$ cat src/rtl/serializer_tx_ctrl.sv
// Transmit sequencer for the serializer_PISO datapath: captures a word over valid/ready,
// then drives LOAD and bit-rate shift strobes, frames the word with TX_active and adds an idle gap.
module serializer_tx_ctrl #(
  parameter int unsigned DATA_WIDTH   = 8,
  parameter int unsigned CLKS_PER_BIT = 4,
  parameter int unsigned GAP_BITS     = 2
) (
  input  logic                  clk,
  input  logic                  rst,
  input  logic [DATA_WIDTH-1:0] data_in,
  input  logic                  data_valid,
  output logic                  data_ready,
  input  logic                  abort,
  output logic [DATA_WIDTH-1:0] BUFF,
  output logic                  LOAD,
  output logic                  shift,
  output logic                  TX_active,
  output logic                  done,
  output logic [15:0]           frames_sent
);

  localparam int unsigned GAP_CYCLES = GAP_BITS * CLKS_PER_BIT;
  localparam int unsigned BAUD_W     = (CLKS_PER_BIT > 1) ? $clog2(CLKS_PER_BIT) : 1;
  localparam int unsigned BIT_W      = $clog2(DATA_WIDTH + 1);
  localparam int unsigned GAP_W      = (GAP_CYCLES > 1) ? $clog2(GAP_CYCLES) : 1;
  localparam int unsigned GAP_LAST   = (GAP_CYCLES > 0) ? GAP_CYCLES - 1 : 0;

  typedef enum logic [1:0] {S_IDLE, S_LOAD, S_SHIFT, S_GAP} state_t;

  state_t                  state_q, state_nxt;
  logic [BAUD_W-1:0]       baud_q, baud_nxt, baud_cur, baud_step;
  logic [BIT_W-1:0]        bit_q, bit_nxt;
  logic [GAP_W-1:0]        gap_q, gap_nxt;
  logic [DATA_WIDTH-1:0]   buff_nxt;
  logic                    load_nxt, shift_nxt, done_nxt, tx_nxt, ready_nxt;
  logic [15:0]             frames_nxt;

  // State, counters and all outputs are registered together
  always_ff @(posedge clk or posedge rst) begin
    if (rst) begin
      state_q     <= S_IDLE;
      baud_q      <= '0;
      bit_q       <= '0;
      gap_q       <= '0;
      BUFF        <= '0;
      LOAD        <= 1'b0;
      shift       <= 1'b0;
      TX_active   <= 1'b0;
      done        <= 1'b0;
      frames_sent <= '0;
      data_ready  <= 1'b1;
    end else begin
      state_q     <= state_nxt;
      baud_q      <= baud_nxt;
      bit_q       <= bit_nxt;
      gap_q       <= gap_nxt;
      BUFF        <= buff_nxt;
      LOAD        <= load_nxt;
      shift       <= shift_nxt;
      TX_active   <= tx_nxt;
      done        <= done_nxt;
      frames_sent <= frames_nxt;
      data_ready  <= ready_nxt;
    end
  end

  // Outputs are computed one cycle ahead so that each strobe lands in its nominal cycle
  always_comb begin
    state_nxt  = state_q;
    baud_nxt   = baud_q;
    bit_nxt    = bit_q;
    gap_nxt    = gap_q;
    buff_nxt   = BUFF;
    load_nxt   = 1'b0;
    shift_nxt  = 1'b0;
    done_nxt   = 1'b0;
    frames_nxt = frames_sent;
    baud_cur   = (state_q == S_LOAD) ? '0 : baud_q;
    baud_step  = (baud_cur == BAUD_W'(CLKS_PER_BIT - 1)) ? '0 : baud_cur + BAUD_W'(1);

    case (state_q)
      S_IDLE: begin
        if (data_valid && data_ready) begin
          state_nxt = S_LOAD;
          buff_nxt  = data_in;
          load_nxt  = 1'b1;
          baud_nxt  = '0;
          bit_nxt   = '0;
        end
      end
      S_LOAD, S_SHIFT: begin
        if (abort) begin
          state_nxt = S_IDLE;
        end else if (state_q == S_SHIFT && done) begin
          // last bit period has ended; done already reported this cycle
          state_nxt = (GAP_CYCLES > 0) ? S_GAP : S_IDLE;
          gap_nxt   = '0;
        end else begin
          state_nxt = S_SHIFT;
          baud_nxt  = baud_step;
          if (baud_step == '0 && bit_q < BIT_W'(DATA_WIDTH)) begin
            shift_nxt = 1'b1;
            bit_nxt   = bit_q + BIT_W'(1);
            if (bit_q == BIT_W'(DATA_WIDTH - 1)) begin
              done_nxt   = 1'b1;
              frames_nxt = frames_sent + 16'd1;
            end
          end
        end
      end
      S_GAP: begin
        if (abort || gap_q == GAP_W'(GAP_LAST)) begin
          state_nxt = S_IDLE;
        end else begin
          gap_nxt = gap_q + GAP_W'(1);
        end
      end
      default: state_nxt = S_IDLE;
    endcase

    ready_nxt = (state_nxt == S_IDLE);
    tx_nxt    = (state_nxt == S_LOAD) || (state_nxt == S_SHIFT);
  end

endmodule

$ cat config.mk
export PLATFORM = sky130hd
export DESIGN_NAME = serializer_tx_ctrl
export DESIGN_NICKNAME = d
export VERILOG_FILES = /design/src/rtl/serializer_tx_ctrl.sv
export SDC_FILE = /design/constraint.sdc
export NUM_CORES = 1
export LEC_CHECK = 0
export ABC_AREA = 0
export BUFFER_PORTS_ARGS = -buffer_cell sky130_fd_sc_hd__buf_2
export CORE_MARGIN = 2
export CORE_UTILIZATION = 54
export CTS_BUF_LIST = sky130_fd_sc_hd__clkbuf_16
export DETAILED_ROUTE_END_ITERATION = 8
export GPL_TIMING_DRIVEN = 0
export HOLD_SLACK_MARGIN = 0.15
export PLACE_DENSITY = 0.81
export RECOVER_POWER = 100
export SYNTH_ARGS = -nofsm -noshare
export SYNTH_HDL_FRONTEND = slang
export SYNTH_SLANG_ARGS = --single-unit
export TNS_END_PERCENT = 30
$ cat constraint.sdc
create_clock -name clk -period 2.3 [get_ports clk]
set_input_delay 0.23 -clock clk [delete_from_list [all_inputs] [get_ports clk]]
set_output_delay 0.23 -clock clk [all_outputs]
set_load 0.01 [all_outputs]
==> metrics.txt, run 1 <==
# TYPE chip_impl_metric gauge
chip_impl_info{name="status",value="finished with violations"} 1
chip_impl_info{name="failing_checks",value="capacitance limit"} 1
chip_impl_metric{name="ys_warn_count",unit=""} 0
chip_impl_metric{name="clockPowerShare",unit=""} 0.337
chip_impl_metric{name="timing.setup.tns",unit="ns"} 0
chip_impl_metric{name="layout_setup_ws",unit="ns"} 0.1981
chip_impl_info{name="synth_top_family_by_area",value="simple AND/OR/NAND/NOR gates"} 1
chip_impl_metric{name="clk_path_buf_depth",unit=""} 2
chip_impl_metric{name="layout-drive-gt1-share",unit=""} 0.1927
chip_impl_metric{name="first_iter_violations",unit=""} 122
chip_impl_metric{name="min_period_over_period",unit=""} 0.9139
chip_impl_metric{name="grt_start_max_net_pins",unit=""} 41
chip_impl_metric{name="ys_seq_area_frac",unit=""} 0.5141
chip_impl_metric{name="gp_congestion",unit=""} 0.7929
chip_impl_metric{name="dpl_cell_area",unit="mm2"} 0.002207
chip_impl_metric{name="final-hold-violation-count",unit=""} 0
chip_impl_metric{name="switching_power",unit="mW"} 0.7830
chip_impl_info{name="cpMaxStageDelayCell",value="sky130_fd_sc_hd__dfrtp_1"} 1
chip_impl_metric{name="grt_overflow_total",unit=""} 0
chip_impl_metric{name="fin_cells",unit=""} 264
chip_impl_metric{name="final_nets",unit=""} 241
chip_impl_metric{name="ir_drop",unit="V"} 0.0007223
chip_impl_metric{name="dpl_worst_slack",unit="ns"} 0.1310
chip_impl_metric{name="num_rows",unit=""} 21
chip_impl_metric{name="drt-total-wl",unit="um"} 3902
chip_impl_metric{name="gr-usage-all-layers",unit=""} 0.2108
chip_impl_metric{name="worst-endpoint-arrival",unit="ns"} 2.26
chip_impl_info{name="cts_root_buf",value="sky130_fd_sc_hd__clkbuf_16"} 1
chip_impl_metric{name="area_growth_syn_to_layout",unit="%"} 22.72
chip_impl_info{name="critPathLaunchType",value="flip-flop"} 1
chip_impl_metric{name="worst_hold_margin",unit="ns"} 0.1805
chip_impl_metric{name="synth_mux_area_frac",unit=""} 0.06804
chip_impl_metric{name="leakagePower",unit="nW"} 1.119
chip_impl_metric{name="max_slew_margin",unit=""} 0.01427
chip_impl_metric{name="ff2ff_path_depth",unit=""} 9
chip_impl_metric{name="dpl.hpwl",unit="um"} 2792
chip_impl_metric{name="switching_share",unit=""} 0.3034
chip_impl_info{name="final_common_cell",value="sky130_fd_sc_hd__dfrtp_1"} 1
chip_impl_metric{name="power-per-cell-area",unit="mW/mm2"} 1079
chip_impl_metric{name="number_of_global_route_vias_before_repair",unit=""} 1484
chip_impl_metric{name="synth_adder_area_share",unit=""} 0.07060
chip_impl_metric{name="post_synth_and_or_nand_nor_area_fraction",unit=""} 0.1804
chip_impl_metric{name="avgSynthCellArea",unit="um2"} 11.67
chip_impl_metric{name="synthXorXnorAreaFrac",unit=""} 0.06739
chip_impl_info{name="rsz0062_at_grt",value="no"} 1
chip_impl_metric{name="syn-cell-area",unit="mm2"} 0.001949
chip_impl_metric{name="whs_path_depth",unit=""} 2
chip_impl_metric{name="yosys_register_bits",unit=""} 40
chip_impl_metric{name="combinational_power_share",unit=""} 0.292
chip_impl_metric{name="die_width",unit="um"} 64.08
chip_impl_info{name="type_of_the_setup_path_with_the_least_slack",value="flip-flop to flip-flop"} 1
chip_impl_info{name="most_used_cells_in_the_layout_excluding_fill_and_tap_cells",value="sky130_fd_sc_hd__dfrtp_1, sky130_fd_sc_hd__clkbuf_1, sky130_fd_sc_hd__nand2_1"} 1
chip_impl_metric{name="floorplan.die.height",unit="um"} 64.08
chip_impl_metric{name="cap_violations",unit=""} 1
chip_impl_metric{name="avgRoutedWirePerCell",unit="um"} 14.78
chip_impl_metric{name="syn-instance-count",unit=""} 167
chip_impl_metric{name="clock_sinks",unit=""} 40
chip_impl_metric{name="port_buffers",unit=""} 40
chip_impl_metric{name="net_count_after_synthesis",unit=""} 190
chip_impl_metric{name="cts_inserted_buffers",unit=""} 5
chip_impl_metric{name="ff2ff_setup_slack",unit="ns"} 0.20
chip_impl_metric{name="design.core.area",unit="mm2"} 0.003390
chip_impl_metric{name="cp_slowest_stage_delay",unit="ns"} 0.39
chip_impl_metric{name="worst_path_fanout_max",unit=""} 7
chip_impl_metric{name="routed_via_density",unit=""} 5.424
chip_impl_metric{name="grt_pass1_wl",unit="um"} 6706
chip_impl_metric{name="share_seq_of_total_power",unit=""} 0.371
chip_impl_metric{name="timing.fmax",unit="MHz"} 475.8
chip_impl_metric{name="worst_pin_slew",unit="ns"} 1.477
chip_impl_metric{name="cellInternalPower",unit="mW"} 1.798
chip_impl_metric{name="ant_nets",unit=""} 0
chip_impl_metric{name="path_clk_slew",unit="ns"} 0.06
chip_impl_metric{name="deepest_level_of_the_cts_h_tree",unit=""} 2
chip_impl_metric{name="cp.required",unit="ns"} 2.46
chip_impl_metric{name="final.setup_skew",unit="ns"} 0.005068
chip_impl_info{name="worst_path_cell_trace",value="inv_1, ha_1, nor2b_2, ha_1, nand4b_2, nor4_4, buf_4, nand4_1, xnor2_1"} 1
chip_impl_info{name="crit_path_frequent_cell",value="sky130_fd_sc_hd__ha_1"} 1
chip_impl_metric{name="slew_violations",unit=""} 0
chip_impl_metric{name="placed_cells_incl_taps",unit=""} 253
chip_impl_metric{name="antenna_cells",unit=""} 0
chip_impl_metric{name="synth-compound-area-share",unit=""} 0.08344
chip_impl_info{name="hp-class",value="primary input to flip-flop"} 1
chip_impl_metric{name="ys_types",unit=""} 39
chip_impl_metric{name="drt_pass1_iterations",unit=""} 4
chip_impl_metric{name="routed-via-count",unit=""} 1432
chip_impl_metric{name="period_minus_slack",unit="ns"} 2.102
chip_impl_metric{name="num_io_pins",unit=""} 41
chip_impl_info{name="worst_setup_path_end_kind",value="flip-flop"} 1
chip_impl_metric{name="clock_latency",unit="ns"} 0.28
chip_impl_metric{name="drc_errors",unit=""} 0
chip_impl_metric{name="antenna_violations_before_repair",unit=""} 0
chip_impl_metric{name="post-route-cell-area",unit="mm2"} 0.002392
chip_impl_metric{name="floorplan.initialDensity",unit=""} 0.5751
chip_impl_info{name="tritoncts_clock_tree",value="done"} 1
chip_impl_metric{name="finalSetupViolCount",unit=""} 0
chip_impl_metric{name="die_area",unit="mm2"} 0.004106
-- kinds of logic after synthesis --
logic type      count (synthesis)
xor+xnor                       15
flops                          40
fa+ha+maj                      11
mux                            12
simple gates                   56
buf+inv                         8
compound gates                 25
-- through the flow --
step                      utilization  power (mW)
after floorplan                     -       1.504
after global placement         0.6512       1.691
after detailed placement       0.6512       1.746
after CTS                      0.7087       2.618
after global routing           0.7058       2.740
final                          0.7058       2.581
-- critical path: cells and delay by family (launching register included) --
family	cells	cell delay [ns]
buffers and inverters	2	0.28
adder cells (fa/ha/maj)	2	0.44
flip-flops	1	0.39
XOR/XNOR	1	0.16
AND/OR/NAND/NOR	4	0.71
-- worst paths after layout --
check                           startpoint         endpoint
setup / recovery                state_q[1]  frames_sent[15]
hold / removal                  data_in[2]          BUFF[2]
setup reg to reg                state_q[1]  frames_sent[15]
hold reg to reg            frames_sent[15]  frames_sent[15]
max in group asynchronous              rst         gap_q[1]
min in group asynchronous              rst             LOAD
-- metal layers --
metal	wire length (um)	vias up	global-route usage
met5	0	-	0
met4	33	0	0.07337
met3	159	4	0.04225
met2	2019	27	0.3841
met1	1690	717	0.2441
li1	-	684	-
-- what timing repair did --
item / in CTS / in global routing
hold endpoints to repair: 39 / 0
setup buffers: 0 / 3
resized for setup: 0 / 2
setup endpoints to repair: 0 / 7
hold buffers: 1 / 0
-- flip-flops by register name, indices dropped and copies added, names as in the netlist --
signal       count
frames_sent     16
BUFF             8
bit_q            4
gap_q            3
baud_q           2
state_q          2
LOAD             1
TX_active        1
data_ready       1
done             1
shift            1
-- power groups by stage --
stage / Clock (mW) / Sequential [mW] / Combinational [mW]
finish: 0.868 / 0.957 / 0.755
CTS: 0.875 / 0.957 / 0.787
global placement: 0 / 0.951 / 0.739
detailed placement: 0 / 0.969 / 0.777
floorplan: 0 / 1.00 / 0.504
global route: 0.911 / 0.977 / 0.852
-- Yosys cell counts --
cell type                    n  area [um2]
sky130_fd_sc_hd__nand4_1     4       25.02
sky130_fd_sc_hd__dfrtp_1    39       975.9
sky130_fd_sc_hd__and3_1      2       12.51
sky130_fd_sc_hd__nand2_1    21       78.83
sky130_fd_sc_hd__buf_2       1       5.000
sky130_fd_sc_hd__nor3_2      1       10.01
sky130_fd_sc_hd__a22o_1      1       8.760
sky130_fd_sc_hd__nand3_1     8       40.04
sky130_fd_sc_hd__and4_1      1       8.760
sky130_fd_sc_hd__o21ba_2     1       10.01
sky130_fd_sc_hd__ha_1       11       137.6
sky130_fd_sc_hd__nand2b_1    1       6.260
sky130_fd_sc_hd__mux2_2     10       112.6
sky130_fd_sc_hd__nor4_4      1       21.27
sky130_fd_sc_hd__dfstp_2     1       26.28
sky130_fd_sc_hd__mux2i_1     2       20.02
sky130_fd_sc_hd__a21bo_2     1       10.01
sky130_fd_sc_hd__o21a_1      1       7.510
sky130_fd_sc_hd__xnor2_1    13       113.9
sky130_fd_sc_hd__o21ai_0     9       45.04
sky130_fd_sc_hd__xor2_1      2       17.52
sky130_fd_sc_hd__nand4b_2    1       15.01
sky130_fd_sc_hd__nand3b_4    1       20.02
sky130_fd_sc_hd__o31ai_1     2       15.01
sky130_fd_sc_hd__nand3b_1    2       15.01
sky130_fd_sc_hd__nor2b_1     3       18.77
sky130_fd_sc_hd__nor4b_4     1       23.77
sky130_fd_sc_hd__o221ai_1    1       8.760
sky130_fd_sc_hd__a21o_1      1       7.510
sky130_fd_sc_hd__nor3_1      1       5.000
sky130_fd_sc_hd__and2_1      3       18.77
sky130_fd_sc_hd__nor2_1      3       11.26
sky130_fd_sc_hd__a2bb2oi_1   1       8.760
sky130_fd_sc_hd__a21oi_1     5       25.02
sky130_fd_sc_hd__inv_1       7       26.28
sky130_fd_sc_hd__o311ai_0    1       8.760
sky130_fd_sc_hd__nor3b_2     1       12.51
sky130_fd_sc_hd__or3b_2      1       8.760
sky130_fd_sc_hd__a22oi_1     1       7.510
-- area by class of cell --
class                           count  area [um2]
Tap cell                           46       57.56
Clock buffer                        5       125.1
Multi-Input combinational cell    119       918.4
Buffer                              1       5.005
Clock inverter                      2       60.06
Timing Repair Buffer               44       197.7
Sequential cell                    40        1002
Fill cell                         255       997.2
Inverter                            7       26.28
No activity file was read; power rests on OpenSTA's default activity.
==> inputs of run 2 (changes only) <==
- CORE_UTILIZATION: 54 -> 56
- CTS_BUF_LIST: sky130_fd_sc_hd__clkbuf_16 -> sky130_fd_sc_hd__clkbuf_4 sky130_fd_sc_hd__clkbuf_8
- PLACE_DENSITY: 0.81 -> 0.84
==> run 2 against run 1 <==
Compared with the run above:
- the flow now finishes without violations
- sequential power hardly changed
- flip-flop and latch count stayed put
- sequential share of layout area is 1.5 points higher
- combinational power is 2% higher
- final cell count is 1.9% higher
- clock power is 61% lower
==> metrics.txt, run 2 (synthesis results as in run 1) <==
# TYPE chip_impl_metric gauge
chip_impl_metric{name="first_iter_violations",unit=""} 109
chip_impl_metric{name="largest_reg_flops",unit=""} 16
chip_impl_metric{name="ctsHoldBuffers",unit=""} 9
chip_impl_metric{name="leakagePower",unit="nW"} 1.073
chip_impl_info{name="hold_end",value="state_q[0]"} 1
chip_impl_metric{name="clk_path_buf_depth",unit=""} 2
chip_impl_metric{name="drt_pass1_iterations",unit=""} 4
chip_impl_metric{name="routed_via_density",unit=""} 5.405
chip_impl_metric{name="clock_sinks",unit=""} 40
chip_impl_info{name="rsz0062_at_grt",value="no"} 1
chip_impl_metric{name="clock_latency",unit="ns"} 0.36
chip_impl_metric{name="floorplan.initialDensity",unit=""} 0.5842
chip_impl_metric{name="num_rows",unit=""} 21
chip_impl_metric{name="dpl_worst_slack",unit="ns"} 0.2154
chip_impl_metric{name="drc_errors",unit=""} 0
chip_impl_info{name="status",value="finished, final reports clean"} 1
chip_impl_metric{name="worst_path_fanout_max",unit=""} 10
chip_impl_metric{name="dpl.hpwl",unit="um"} 2534
chip_impl_metric{name="die_width",unit="um"} 63
chip_impl_metric{name="ant_nets",unit=""} 0
chip_impl_metric{name="gr-usage-all-layers",unit=""} 0.2160
chip_impl_info{name="largestRegisters",value="frames_sent: 16 flops, BUFF: 8 flops, bit_q: 4 flops"} 1
chip_impl_info{name="most_used_cells_in_the_layout_excluding_fill_and_tap_cells",value="sky130_fd_sc_hd__dfrtp_1, sky130_fd_sc_hd__clkbuf_1, sky130_fd_sc_hd__nand2_1"} 1
chip_impl_metric{name="grt_start_max_net_pins",unit=""} 41
chip_impl_metric{name="worst_pin_slew",unit="ns"} 1.415
chip_impl_metric{name="cts_repair_resize_count",unit=""} 0
chip_impl_metric{name="port_buffers",unit=""} 40
chip_impl_metric{name="gp_congestion",unit=""} 0.8345
chip_impl_metric{name="ff2ff_path_depth",unit=""} 8
chip_impl_info{name="holdCritStartpoint",value="abort"} 1
chip_impl_metric{name="cts_inserted_buffers",unit=""} 5
chip_impl_metric{name="power-per-cell-area",unit="mW/mm2"} 890.5
chip_impl_metric{name="slew_violations",unit=""} 0
chip_impl_metric{name="design.core.area",unit="mm2"} 0.003337
chip_impl_info{name="crit-reg2reg-launch",value="state_q[0]"} 1
chip_impl_metric{name="floorplan.die.height",unit="um"} 63
chip_impl_info{name="final_common_cell",value="sky130_fd_sc_hd__dfrtp_1"} 1
chip_impl_metric{name="number_of_global_route_vias_before_repair",unit=""} 1413
chip_impl_metric{name="area_growth_syn_to_layout",unit="%"} 18.61
chip_impl_metric{name="timing.fmax",unit="MHz"} 477.3
chip_impl_metric{name="ff2ff_setup_slack",unit="ns"} 0.20
chip_impl_metric{name="final-hold-violation-count",unit=""} 0
chip_impl_metric{name="whs_path_depth",unit=""} 3
chip_impl_metric{name="finalSetupViolCount",unit=""} 0
chip_impl_metric{name="die_area",unit="mm2"} 0.003969
chip_impl_metric{name="layout_setup_ws",unit="ns"} 0.2050
chip_impl_metric{name="grt_overflow_total",unit=""} 0
chip_impl_info{name="type_of_the_setup_path_with_the_least_slack",value="flip-flop to flip-flop"} 1
chip_impl_metric{name="grt_pass1_wl",unit="um"} 6575
chip_impl_metric{name="timing.setup.tns",unit="ns"} 0
chip_impl_info{name="tritoncts_clock_tree",value="done"} 1
chip_impl_info{name="worst_setup_path_end_kind",value="flip-flop"} 1
chip_impl_info{name="cts_root_buf",value="sky130_fd_sc_hd__clkbuf_4"} 1
chip_impl_metric{name="num_io_pins",unit=""} 41
chip_impl_metric{name="cp.required",unit="ns"} 2.54
chip_impl_metric{name="final.setup_skew",unit="ns"} 0.01343
chip_impl_metric{name="period_minus_slack",unit="ns"} 2.095
chip_impl_metric{name="avgRoutedWirePerCell",unit="um"} 13.85
chip_impl_metric{name="drt-total-wl",unit="um"} 3725
chip_impl_info{name="timing.rr.end",value="TX_active"} 1
chip_impl_metric{name="antenna_violations_before_repair",unit=""} 0
chip_impl_metric{name="cap_violations",unit=""} 0
chip_impl_metric{name="final_nets",unit=""} 246
chip_impl_metric{name="min_period_over_period",unit=""} 0.9109
chip_impl_metric{name="layout-drive-gt1-share",unit=""} 0.1704
chip_impl_metric{name="antenna_cells",unit=""} 0
chip_impl_metric{name="deepest_level_of_the_cts_h_tree",unit=""} 2
chip_impl_metric{name="cts_post_setup_buffers_inserted",unit=""} 0
chip_impl_info{name="max_flop_register",value="frames_sent"} 1
chip_impl_metric{name="ir_drop",unit="V"} 0.0006491
chip_impl_metric{name="path_clk_slew",unit="ns"} 0.10
chip_impl_metric{name="worst-endpoint-arrival",unit="ns"} 2.34
chip_impl_info{name="critPathLaunchType",value="flip-flop"} 1
chip_impl_metric{name="max_slew_margin",unit=""} 0.05585
chip_impl_info{name="hp-class",value="primary input to flip-flop"} 1
chip_impl_metric{name="routed-via-count",unit=""} 1454
==> run 2: cell count changes in the layout (fill, tap and decap cells not counted) <==
cell                            change
sky130_fd_sc_hd__nor2b_2            -1
sky130_fd_sc_hd__clkinv_2           +1
sky130_fd_sc_hd__nor2b_1            +1
sky130_fd_sc_hd__dlygate4sd3_1      +8
sky130_fd_sc_hd__clkbuf_4           +4
sky130_fd_sc_hd__clkinvlp_4         +1
sky130_fd_sc_hd__buf_4              -2
sky130_fd_sc_hd__bufinv_16          -2
sky130_fd_sc_hd__clkbuf_16          -5
==> run 2: per-stage QoR <==
step	total power, mW	util	area [um2]	instances	hold WS (ns)
2_1_floorplan	1.504	-	1949	167	0.3806
3_3_place_gp	1.712	0.6614	2207	253	0.4592
3_5_place_dp	1.736	0.6614	2207	253	0.4315
4_1_cts	2.081	0.7034	2347	269	0.2502
5_1_grt	2.224	0.6929	2312	269	0.2533
6_report	2.059	0.6929	2312	269	0.2610
==> run 2: how the worst max path moves through the flow <==
stage                    start         endpoint  slack, ns  cells past startpoint
floorplan           state_q[1]   frames_sent[6]       0.44                      8
global placement    state_q[1]   frames_sent[6]       0.25                      8
finish              state_q[0]        TX_active       0.20                      8
global route        state_q[1]   frames_sent[6]       0.05                      8
CTS                 state_q[1]   frames_sent[6]       0.21                      8
detailed placement  state_q[1]  frames_sent[12]       0.22                      8
==> run 2: area by class of cell <==
type | count | area [um2]
Multi-Input combinational cell | 119 | 915.9
Tap cell | 46 | 57.56
Inverter | 7 | 26.28
Fill cell | 270 | 1025
Clock buffer | 5 | 37.54
Buffer | 1 | 5.005
Clock inverter | 2 | 12.51
Timing Repair Buffer | 49 | 255.2
Sequential cell | 40 | 1002
==> run 2: routing by layer <==
metal / up-vias / wire length [um] / track usage / share of wire
li1: 704 / - / - / -
met3: 6 / 154 / 0.05766 / 0.041
met2: 25 / 1860 / 0.3617 / 0.50
met1: 719 / 1648 / 0.2659 / 0.44
met4: 0 / 61 / 0.08333 / 0.016
met5: - / 0 / 0 / 0
==> run 2: critical path: stages (launching register included) <==
cell	delay [ns]
sky130_fd_sc_hd__dfrtp_1	0.46
sky130_fd_sc_hd__inv_1	0.12
sky130_fd_sc_hd__ha_1	0.35
sky130_fd_sc_hd__buf_2	0.22
sky130_fd_sc_hd__nand2b_1	0.12
sky130_fd_sc_hd__o21ba_1	0.21
sky130_fd_sc_hd__nor2_1	0.13
sky130_fd_sc_hd__o21ai_0	0.09
sky130_fd_sc_hd__ha_1	0.30
==> run 2: where the power goes <==
part | leakage (nW) | switching, mW | internal [mW] | total, mW
logic | 0.515 | 0.440 | 0.328 | 0.768
clock network | 0.0271 | 0.224 | 0.111 | 0.336
registers | 0.531 | 0.0983 | 0.857 | 0.956
total | 1.07 | 0.763 | 1.30 | 2.06
==> inputs of run 3 (changes only) <==
- CORE_UTILIZATION: 56 -> 54
- CTS_BUF_LIST: sky130_fd_sc_hd__clkbuf_4 sky130_fd_sc_hd__clkbuf_8 -> sky130_fd_sc_hd__clkbuf_8 sky130_fd_sc_hd__clkbuf_16
- PLACE_DENSITY: 0.84 -> 0.81
==> run 3 against run 2 <==
Compared with the run above:
- the run now ends with capacitance limit, slew limit left
- register-to-register slack about the same
- wire length up 3.5%
- core utilization down 0.37 points
- via count fell by 2.7%
- fmax shrank 0.17%
- total power grew 15%
- combinational power decreased by 2%
- worst setup slack lost 0.0036 ns
- die area increased by 3.5%
- global-route usage down 0.93 points
- largest cell class unchanged
==> metrics.txt, run 3 (synthesis results as in run 1) <==
# TYPE chip_impl_metric gauge
chip_impl_metric{name="worst_path_fanout_max",unit=""} 7
chip_impl_info{name="tritoncts_clock_tree",value="done"} 1
chip_impl_metric{name="antenna_violations_before_repair",unit=""} 0
chip_impl_metric{name="die_width",unit="um"} 64.08
chip_impl_metric{name="period_minus_slack",unit="ns"} 2.099
chip_impl_metric{name="finalSetupViolCount",unit=""} 0
chip_impl_info{name="cts_root_buf",value="sky130_fd_sc_hd__clkbuf_8"} 1
chip_impl_info{name="type_of_the_setup_path_with_the_least_slack",value="flip-flop to flip-flop"} 1
chip_impl_metric{name="whs_path_depth",unit=""} 2
chip_impl_metric{name="grt_start_max_net_pins",unit=""} 41
chip_impl_metric{name="final_nets",unit=""} 241
chip_impl_info{name="hold_end",value="BUFF[2]"} 1
chip_impl_metric{name="ant_nets",unit=""} 0
chip_impl_metric{name="max_slew_margin",unit=""} -0.0004478
chip_impl_metric{name="min_period_over_period",unit=""} 0.9124
chip_impl_metric{name="post-route-cell-area",unit="mm2"} 0.002336
chip_impl_metric{name="final.setup_skew",unit="ns"} 0.006900
chip_impl_metric{name="cap_violations",unit=""} 1
chip_impl_metric{name="switching_share",unit=""} 0.3239
chip_impl_metric{name="cp.required",unit="ns"} 2.48
chip_impl_metric{name="ff2ff_path_depth",unit=""} 9
chip_impl_metric{name="dpl_worst_slack",unit="ns"} 0.1310
chip_impl_metric{name="num_io_pins",unit=""} 41
chip_impl_info{name="crit-reg2reg-launch",value="state_q[1]"} 1
chip_impl_metric{name="power-per-cell-area",unit="mW/mm2"} 1018
chip_impl_metric{name="drt-total-wl",unit="um"} 3857
chip_impl_metric{name="floorplan.initialDensity",unit=""} 0.5751
chip_impl_metric{name="ir_drop",unit="V"} 0.0006426
chip_impl_metric{name="grt_overflow_total",unit=""} 0
chip_impl_metric{name="cellInternalPower",unit="mW"} 1.607
chip_impl_metric{name="clk_path_buf_depth",unit=""} 2
chip_impl_metric{name="path_clk_slew",unit="ns"} 0.08
chip_impl_metric{name="final-hold-violation-count",unit=""} 0
chip_impl_metric{name="routed_via_density",unit=""} 5.360
chip_impl_metric{name="layout-drive-gt1-share",unit=""} 0.1927
chip_impl_info{name="most_used_cells_in_the_layout_excluding_fill_and_tap_cells",value="sky130_fd_sc_hd__dfrtp_1, sky130_fd_sc_hd__clkbuf_1, sky130_fd_sc_hd__nand2_1"} 1
chip_impl_metric{name="antenna_cells",unit=""} 0
chip_impl_metric{name="worst_pin_slew",unit="ns"} 1.499
chip_impl_metric{name="number_of_global_route_vias_before_repair",unit=""} 1419
chip_impl_metric{name="placed_cells_incl_taps",unit=""} 253
chip_impl_metric{name="die_area",unit="mm2"} 0.004106
chip_impl_metric{name="drt_pass1_iterations",unit=""} 4
chip_impl_metric{name="gp_congestion",unit=""} 0.7929
chip_impl_metric{name="clock_sinks",unit=""} 40
chip_impl_info{name="rsz0062_at_grt",value="no"} 1
chip_impl_info{name="critPathLaunchType",value="flip-flop"} 1
chip_impl_metric{name="area_growth_syn_to_layout",unit="%"} 19.83
chip_impl_metric{name="combinational_power_share",unit=""} 0.317
chip_impl_metric{name="routed-via-count",unit=""} 1415
chip_impl_metric{name="design.core.area",unit="mm2"} 0.003390
chip_impl_info{name="worst_setup_path_end_kind",value="flip-flop"} 1
chip_impl_metric{name="num_rows",unit=""} 21
chip_impl_metric{name="switching_power",unit="mW"} 0.7702
chip_impl_metric{name="largest_reg_flops",unit=""} 16
chip_impl_info{name="failing_checks",value="capacitance limit, slew limit"} 1
chip_impl_metric{name="layout_setup_ws",unit="ns"} 0.2014
chip_impl_info{name="status",value="finished with violations"} 1
chip_impl_info{name="largestRegisters",value="frames_sent: 16 flops, BUFF: 8 flops, bit_q: 4 flops"} 1
chip_impl_metric{name="ff2ff_setup_slack",unit="ns"} 0.20
chip_impl_metric{name="clockPowerShare",unit=""} 0.280
chip_impl_metric{name="dpl_cell_area",unit="mm2"} 0.002207
chip_impl_metric{name="floorplan.die.height",unit="um"} 64.08
chip_impl_metric{name="timing.setup.tns",unit="ns"} 0
chip_impl_metric{name="leakagePower",unit="nW"} 1.093
chip_impl_metric{name="fin_cells",unit=""} 264
chip_impl_metric{name="grt_pass1_wl",unit="um"} 6451
chip_impl_metric{name="clock_latency",unit="ns"} 0.29
chip_impl_info{name="max_flop_register",value="frames_sent"} 1
chip_impl_info{name="holdCritStartpoint",value="data_in[2]"} 1
chip_impl_metric{name="port_buffers",unit=""} 40
chip_impl_metric{name="gr-usage-all-layers",unit=""} 0.2067
chip_impl_info{name="final_common_cell",value="sky130_fd_sc_hd__dfrtp_1"} 1
chip_impl_metric{name="first_iter_violations",unit=""} 115
chip_impl_metric{name="share_seq_of_total_power",unit=""} 0.403
chip_impl_metric{name="num-fill-cells",unit=""} 265
chip_impl_metric{name="worst_hold_margin",unit="ns"} 0.1623
chip_impl_metric{name="drc_errors",unit=""} 0
chip_impl_metric{name="dpl.hpwl",unit="um"} 2792
chip_impl_metric{name="cts_inserted_buffers",unit=""} 5
chip_impl_metric{name="slew_violations",unit=""} 1
chip_impl_metric{name="timing.fmax",unit="MHz"} 476.5
chip_impl_info{name="timing.rr.end",value="frames_sent[15]"} 1
chip_impl_metric{name="worst-endpoint-arrival",unit="ns"} 2.28
chip_impl_metric{name="avgRoutedWirePerCell",unit="um"} 14.61
chip_impl_metric{name="deepest_level_of_the_cts_h_tree",unit=""} 2
chip_impl_info{name="hp-class",value="primary input to flip-flop"} 1
==> run 3: cell types whose count changed in the layout (fill, tap and decap cells not counted) <==
| cell | delta |
|---|---|
| sky130_fd_sc_hd__clkinvlp_4 | -1 |
| sky130_fd_sc_hd__clkbuf_4 | -4 |
| sky130_fd_sc_hd__bufinv_16 | +2 |
| sky130_fd_sc_hd__dlygate4sd3_1 | -8 |
| sky130_fd_sc_hd__buf_4 | +2 |
| sky130_fd_sc_hd__clkinv_2 | -1 |
| sky130_fd_sc_hd__nor2b_2 | +1 |
| sky130_fd_sc_hd__clkbuf_8 | +5 |
| sky130_fd_sc_hd__nor2b_1 | -1 |
==> run 3: per-stage QoR <==
step / utilization / power [mW]
2_1_floorplan: - / 1.504
3_5_place_dp: 0.6512 / 1.746
5_1_grt: 0.6892 / 2.527
4_1_cts: 0.6921 / 2.414
3_3_place_gp: 0.6512 / 1.691
6_report: 0.6892 / 2.378
==> run 3: layer usage <==
layer / global-route usage / up-vias / routed length (um)
met5: 0 / - / 0
met2: 0.3516 / 37 / 1904
li1: - / 683 / -
met3: 0.06338 / 11 / 208
met4: 0.09511 / 0 / 85
met1: 0.2374 / 684 / 1660
==> run 3: worst max-delay path by stage <==
stage	startpoint	end	slack, ns	cells after the start
final	state_q[1]	frames_sent[15]	0.20	9
after global routing	state_q[1]	frames_sent[14]	0.03	9
after CTS	state_q[1]	frames_sent[15]	0.12	8
after detailed placement	state_q[1]	frames_sent[15]	0.13	8
after global placement	state_q[1]	frames_sent[6]	0.24	8
after floorplan	state_q[1]	frames_sent[6]	0.44	8
==> run 3: power by group through the flow <==
stage	Combinational (mW)	Clock (mW)	Sequential, mW
final	0.754	0.666	0.957
after global routing	0.844	0.707	0.976
after CTS	0.785	0.673	0.956
after detailed placement	0.777	0	0.969
after global placement	0.739	0	0.951
after floorplan	0.504	0	1.00
==> run 3: area by class of cell <==
cell class	count	area, um2	share of cell area
Sequential cell	40	1002	0.4290
Multi-Input combinational cell	119	918.4	0.3931
Timing Repair Buffer	44	197.7	0.08463
Clock buffer	5	68.82	0.02946
Clock inverter	2	60.06	0.02571
Tap cell	46	57.56	0.02464
Inverter	7	26.28	0.01125
Buffer	1	5.005	0.002142
==> run 3: worst max-delay path, cell delays in order, from the launching register on <==
cell and delay [ns]:
sky130_fd_sc_hd__dfrtp_1 0.40, sky130_fd_sc_hd__inv_1 0.09, sky130_fd_sc_hd__ha_1 0.21, sky130_fd_sc_hd__nor2b_2 0.14, sky130_fd_sc_hd__ha_1 0.23, sky130_fd_sc_hd__nand4b_2 0.19, sky130_fd_sc_hd__nor4_4 0.24, sky130_fd_sc_hd__buf_4 0.19
sky130_fd_sc_hd__nand4_1 0.13, sky130_fd_sc_hd__xnor2_1 0.16
==> run 3: repair_timing <==
action,CTS,global route
hold buffers,1,0
gates resized for setup,0,2
hold endpoints to repair,39,0
setup buffers,0,3
setup endpoints to repair,0,8
